===== config.mk =====
export PLATFORM = sky130hd
export DESIGN_NAME = led_sequencer
export DESIGN_NICKNAME = d
export VERILOG_FILES = /design/src/rtl/led_sequencer.sv
export SDC_FILE = /design/constraint.sdc
export NUM_CORES = 1
export LEC_CHECK = 0
export BUFFER_PORTS_ARGS = -buffer_cell sky130_fd_sc_hd__buf_2
export CORE_MARGIN = 5
export CORE_UTILIZATION = 45
export DETAILED_ROUTE_END_ITERATION = 8
export PLACE_DENSITY = 0.62
export SKIP_LAST_GASP = 1
export SYNTH_ARGS = -nofsm -noshare
export SYNTH_HDL_FRONTEND = slang
export SYNTH_SLANG_ARGS = --single-unit

===== constraint.sdc =====
create_clock -name clk -period 3.04 [get_ports clk]
set_input_delay 0.608 -clock clk [delete_from_list [all_inputs] [get_ports clk]]
set_output_delay 0.608 -clock clk [all_outputs]
set_load 0.005 [all_outputs]

===== src/rtl/led_sequencer.sv =====
// LED pattern sequencer: a debounced button cycles through four LED patterns,
// and a free-running prescaler advances the active pattern one step at a time.
module led_sequencer #(
    parameter int TICK_DIV = 12000000,
    parameter int DEBOUNCE = 240000
) (
    input  logic       clk,
    input  logic       rst,
    input  logic       btn,
    input  logic       hold,
    output logic [3:0] leds,
    output logic [1:0] mode
);

    localparam int PCNT_W = $clog2(TICK_DIV);
    localparam int DCNT_W = (DEBOUNCE > 1) ? $clog2(DEBOUNCE) : 1;
    localparam logic [PCNT_W-1:0] PCNT_LAST = PCNT_W'(TICK_DIV - 1);
    localparam logic [DCNT_W-1:0] DCNT_LAST = DCNT_W'(DEBOUNCE - 1);

    typedef enum logic [1:0] {
        MODE_ALTERNATE = 2'd0,
        MODE_CHASE     = 2'd1,
        MODE_BOUNCE    = 2'd2,
        MODE_BINARY    = 2'd3
    } mode_e;

    localparam logic [3:0] ALTERNATE_INIT = 4'b0101;
    localparam logic [3:0] CHASE_INIT     = 4'b0001;
    localparam logic [3:0] BOUNCE_INIT    = 4'b0001;
    localparam logic [3:0] BINARY_INIT    = 4'b0000;

    function automatic logic [3:0] init_pattern(input mode_e m);
        logic [3:0] p;
        case (m)
            MODE_ALTERNATE: p = ALTERNATE_INIT;
            MODE_CHASE:     p = CHASE_INIT;
            MODE_BOUNCE:    p = BOUNCE_INIT;
            default:        p = BINARY_INIT;
        endcase
        return p;
    endfunction

    // ------------------------------------------------------------------
    // Button synchronizer and debouncer
    // ------------------------------------------------------------------
    logic [1:0]        sync_q, sync_d;
    logic              btn_s;
    logic [DCNT_W-1:0] dcnt_q, dcnt_d;
    logic              deb_q, deb_d;           // debounced button level
    logic              deb_prev_q, deb_prev_d; // debounced level one cycle earlier
    logic              press;

    assign btn_s = sync_q[1];

    // NOTE: every always_comb output gets a default first, so no path can
    // leave it unassigned and infer a latch.
    always_comb begin
        sync_d     = {sync_q[0], btn};
        dcnt_d     = '0;
        deb_d      = deb_q;
        deb_prev_d = deb_q;
        if (btn_s != deb_q) begin
            if (dcnt_q == DCNT_LAST) begin
                deb_d = btn_s;
            end else begin
                dcnt_d = dcnt_q + DCNT_W'(1);
            end
        end
    end

    // Only the rising edge of the debounced level counts as a press.
    assign press = deb_q & ~deb_prev_q;

    // ------------------------------------------------------------------
    // Step prescaler
    // ------------------------------------------------------------------
    logic [PCNT_W-1:0] pcnt_q, pcnt_d;
    logic              step;

    assign step = (pcnt_q == PCNT_LAST) && !hold;

    always_comb begin
        pcnt_d = pcnt_q;
        if (press) begin
            pcnt_d = '0;
        end else if (!hold) begin
            pcnt_d = (pcnt_q == PCNT_LAST) ? '0 : pcnt_q + PCNT_W'(1);
        end
    end

    // ------------------------------------------------------------------
    // Pattern FSM: state register / next-state / output
    // ------------------------------------------------------------------
    mode_e      mode_q, mode_d;
    logic [3:0] leds_q, leds_d;
    logic       dir_up_q, dir_up_d;

    // NOTE: the reset is synchronous and every flop here is a control or
    // datapath register (no memories), so all of them are cleared.
    // NOTE: sequential blocks use non-blocking assignments only, so every
    // flop samples the pre-edge value of the others.
    always_ff @(posedge clk) begin
        if (!rst) begin
            sync_q     <= '0;
            dcnt_q     <= '0;
            deb_q      <= 1'b0;
            deb_prev_q <= 1'b0;
            pcnt_q     <= '0;
            mode_q     <= MODE_ALTERNATE;
            leds_q     <= ALTERNATE_INIT;
            dir_up_q   <= 1'b1;
        end else begin
            sync_q     <= sync_d;
            dcnt_q     <= dcnt_d;
            deb_q      <= deb_d;
            deb_prev_q <= deb_prev_d;
            pcnt_q     <= pcnt_d;
            mode_q     <= mode_d;
            leds_q     <= leds_d;
            dir_up_q   <= dir_up_d;
        end
    end

    always_comb begin
        mode_d   = mode_q;
        leds_d   = leds_q;
        dir_up_d = dir_up_q;
        if (press) begin
            case (mode_q)
                MODE_ALTERNATE: mode_d = MODE_CHASE;
                MODE_CHASE:     mode_d = MODE_BOUNCE;
                MODE_BOUNCE:    mode_d = MODE_BINARY;
                default:        mode_d = MODE_ALTERNATE;
            endcase
            leds_d   = init_pattern(mode_d);
            dir_up_d = 1'b1;
        end else if (step) begin
            case (mode_q)
                MODE_ALTERNATE: leds_d = ~leds_q;
                MODE_CHASE:     leds_d = {leds_q[2:0], leds_q[3]};
                MODE_BOUNCE: begin
                    // Reversal happens on the end position itself, so the
                    // end LED is shown for exactly one step.
                    if (dir_up_q) begin
                        if (leds_q[3]) begin
                            leds_d   = leds_q >> 1;
                            dir_up_d = 1'b0;
                        end else begin
                            leds_d = leds_q << 1;
                        end
                    end else begin
                        if (leds_q[0]) begin
                            leds_d   = leds_q << 1;
                            dir_up_d = 1'b1;
                        end else begin
                            leds_d = leds_q >> 1;
                        end
                    end
                end
                default:        leds_d = leds_q + 4'd1;
            endcase
        end
    end

    always_comb begin
        leds = leds_q;
        mode = mode_q;
    end

endmodule


==> implementation parameters <==
Parameter                              Value

Status
  Outcome    completed

Critical path
  CP Cell Sequence    nor4_1, and4b_1, nand4_1, or4b_1, nand3_1
  Crit Path Max Fanout    11
  WP buf/inv    0
  Worst setup SP type    flop
  Arrival @ worst endpoint    2.28 ns
  CP top delay family    simple AND/OR/NAND/NOR gates
  Req. time, crit path    3.29 ns
  Longest individual stage delay on the worst path    0.58 ns
  Worst-path cell with the longest stage delay    sky130_fd_sc_hd__or4b_1
  Endpoint kind of the worst setup timing path    flop
  Kind of critical path    reg2reg

Timing
  Final worst-path cycle share    66.7%
  Final Critical Period    2.03 ns
  Fin. max-slew vios    0
  Final worst hold slack    0.454 ns
  Slew at the pin with the worst max-slew slack    0.645 ns
  Total count of hold-check failures in the final report    0
  Unrepaired setup endpoints after global routing    no
  Sum of negative setup slack    0 ns
  Setup violations, final    0
  Clock Skews    0.00964 ns
  Slew margin rel.    56.9%
  Achievable clock frequency    0.493 GHz

Drt
  Number of vias in the routed layout    1985
  Detailed-route wire length    4580 um
  TritonRoute pass-1 iters    4
  Wire length per cell after detailed routing    12.0 um
  Drt drc    0
  Via/cell ratio    5.22
  Number of DRC violations after detailed-routing iteration 0    77
  Antenna Nets Post-Route    0

GRT
  Number of global-route vias before repair    1914
  Largest net degree at the start of global routing    18
  Wire length of the first global-routing pass    8400 um
  Antenna violations before repair    0
  Global route overflow    0
  Total GRT Usage    13.6%

Placement
  Number of input and output port buffers inserted    9
  Total half-perimeter wirelength after legalization and detailed placement    3190 um
  Final estimated routing congestion in global placement    0.766

Synthesis
  Count of flip-flops with a built-in enable after synthesis    0
  Mux contribution to synthesized area    1.15%
  Post-Synthesis Cell Area    2620 um^2
  Library cells used by synthesis    46
  Yosys warning count    0
  Proportion of netlist area held by the largest area contributor    40.5%
  Fraction of the yosys area taken by sequential cells    40.5%
  Synthesized net count    313
  XOR/XNOR Fraction of Synth Area    12.4%
  Compound-gate portion of the synthesized area    7.02%
  Number of flip-flops and latches in the synthesized netlist    53
  Dominant cells by area after synthesis    sky130_fd_sc_hd__dfxtp_1 (41%), sky130_fd_sc_hd__xor2_1 (8.4%), sky130_fd_sc_hd__nor2_1 (6.5%)
  Post-Syn Area per Cell    8.73 um^2
  Top FF cell, synth    sky130_fd_sc_hd__dfxtp_1
  Top cell type by total area after synthesis    sky130_fd_sc_hd__dfxtp_1
  Post-synthesis share of cell area spent on full adders, half adders and majority gates    4.30%
  Post-synthesis cell count    300
  Combinational family with the most area after synthesis    simple AND/OR/NAND/NOR gates
  Async set-or-reset flop fraction in the synthesized netlist    0%
  Simple-gate portion of the synthesized area    30.8%

CTS
  Sink Count    53
  Number of buffers inserted during clock tree synthesis    5
  Post-CTS setup repair buffer count    0
  Number of gates resized after cts    0
  Buffer depth of the longest clock path    2
  Quantity of hold-fixing buffers added after cts    0
  Clock slew at reported path FFs    0.10 ns
  CTS tree    built
  H-tree level count    2
  Clk Tree Root Cell    sky130_fd_sc_hd__clkbuf_8
  Clock latency reported for the late side of the worst-skew pair    0.30 ns

Worst hold path
  Worst hold path class    reg2reg

Floorplanning
  Total Die Area    7450 um^2
  Starting density of the core    47.0%
  Floorplan die height    86.3 um
  Number of top-level design ports    10
  Core area    5570 um^2
  Floorplan row count    27
  Die width    86.3 um

Cells and area
  Nets    320
  Share of post-route cells with drive strength above 1    9.09%
  Antenna diode instance count    0
  Layout overhead on the synthesized area    6.98%
  Filler cells    546

Power and ir drop
  Power Dens Cells    429 nW/um^2
  Static leakage    1.07 nW
  Maximum vdd ir drop    0.206 mV

Job
  Number of maximum-capacitance constraint violations    0
==> sequential cells by signal, summed over array words and instances, names as in the netlist <==
register,count
dir_up_q,1
sync_q,2
pcnt_q,24
mode,2
dcnt_q,18
deb_prev_d,1
leds,4
deb_prev_q,1
==> final cells by class <==
class	instances	area, um^2	share of cell area (%)
timing repair buffer	9	45.0	1.61
tap	72	90.1	3.22
clock inverter	2	38.8	1.38
multi-input combinational	228	1460	52.0
inverter	10	37.5	1.34
clock buffer	6	72.6	2.59
sequential	53	1060	37.9
==> cell usage in the layout (no fill, tap or decap), types with 3 or more instances in the layout <==
master                     count
sky130_fd_sc_hd__nor2_1       45
sky130_fd_sc_hd__inv_1        10
sky130_fd_sc_hd__a31oi_1       5
sky130_fd_sc_hd__a21oi_1       9
sky130_fd_sc_hd__nor4_1        4
sky130_fd_sc_hd__and3_1        5
sky130_fd_sc_hd__nand2b_1      4
sky130_fd_sc_hd__buf_2         9
sky130_fd_sc_hd__nand3_1      15
sky130_fd_sc_hd__xnor2_1      12
sky130_fd_sc_hd__nor3_1        4
sky130_fd_sc_hd__nor2b_1       5
sky130_fd_sc_hd__clkbuf_8      5
sky130_fd_sc_hd__nand2_1      25
sky130_fd_sc_hd__and2_1        5
sky130_fd_sc_hd__ha_1          9
sky130_fd_sc_hd__o21ai_0       6
sky130_fd_sc_hd__mux2i_1       3
sky130_fd_sc_hd__nand4_1      15
sky130_fd_sc_hd__and3_2        3
sky130_fd_sc_hd__dfxtp_1      53
sky130_fd_sc_hd__nor3b_1       4
sky130_fd_sc_hd__xor2_1       25
==> worst paths after layout <==
path                   start         to  slack [ns]  cells past startpoint
setup / recovery  pcnt_q[14]    leds[0]        1.01                      5
hold reg to reg    sync_q[0]  sync_q[1]        0.45                      1
setup reg to reg  pcnt_q[14]    leds[0]        1.01                      5
hold / removal     sync_q[0]  sync_q[1]        0.45                      1
==> power breakdown <==
| part | internal (mW) | switching [mW] | total [mW] |
|---|---|---|---|
| registers | 0.698 | 0.00352 | 0.702 |
| clock network | 0.248 | 0.228 | 0.475 |
| logic | 0.00860 | 0.0157 | 0.0243 |
| total | 0.954 | 0.247 | 1.20 |
==> per-stage QoR <==
| stage | instances | power, mW | utilization [%] | instance area (um^2) | setup WS [ns] |
|---|---|---|---|---|---|
| 3_5_place_dp | 372 | 0.743 | 48.3 | 2690 | 0.740 |
| 5_1_grt | 380 | 1.25 | 50.3 | 2800 | 0.729 |
| 6_report | 380 | 1.20 | 50.3 | 2800 | 1.01 |
| 3_3_place_gp | 372 | 0.743 | 48.3 | 2690 | 0.805 |
| 2_1_floorplan | 300 | 0.735 | - | 2620 | 1.32 |
| 4_1_cts | 380 | 1.22 | 50.3 | 2800 | 0.995 |
==> synthesized netlist by cell type, types with 3 or more instances <==
library cell	n
sky130_fd_sc_hd__nand3_1	15
sky130_fd_sc_hd__a21oi_1	9
sky130_fd_sc_hd__clkbuf_1	4
sky130_fd_sc_hd__and3_2	3
sky130_fd_sc_hd__nor2b_1	5
sky130_fd_sc_hd__nand4_1	15
sky130_fd_sc_hd__dfxtp_1	53
sky130_fd_sc_hd__nor3b_1	4
sky130_fd_sc_hd__xor2_1	25
sky130_fd_sc_hd__o21ai_0	6
sky130_fd_sc_hd__and3_1	5
sky130_fd_sc_hd__nand2b_1	4
sky130_fd_sc_hd__inv_1	10
sky130_fd_sc_hd__and2_1	5
sky130_fd_sc_hd__xnor2_1	12
sky130_fd_sc_hd__mux2i_1	3
sky130_fd_sc_hd__nor3_1	4
sky130_fd_sc_hd__ha_1	9
sky130_fd_sc_hd__nor2_1	45
sky130_fd_sc_hd__nand2_1	25
sky130_fd_sc_hd__nor4_1	4
sky130_fd_sc_hd__a31oi_1	5
==> kinds of logic after synthesis <==
group,after synthesis
AO/OA/AOI/OAI,29
XOR/XNOR,37
adder cells (fa/ha/maj),9
buffers and inverters,19
flip-flops,53
multiplexers,3
AND/OR/NAND/NOR,150
==> layer usage <==
layer	routed length, um	track usage [%]	share of wire [%]
met1	2340	17.9	51
met2	2030	22.1	44
met3	166	2.85	3.6
met4	44	4.53	0.96
met5	0	0	0
No activity file was read; power rests on OpenSTA's default activity.
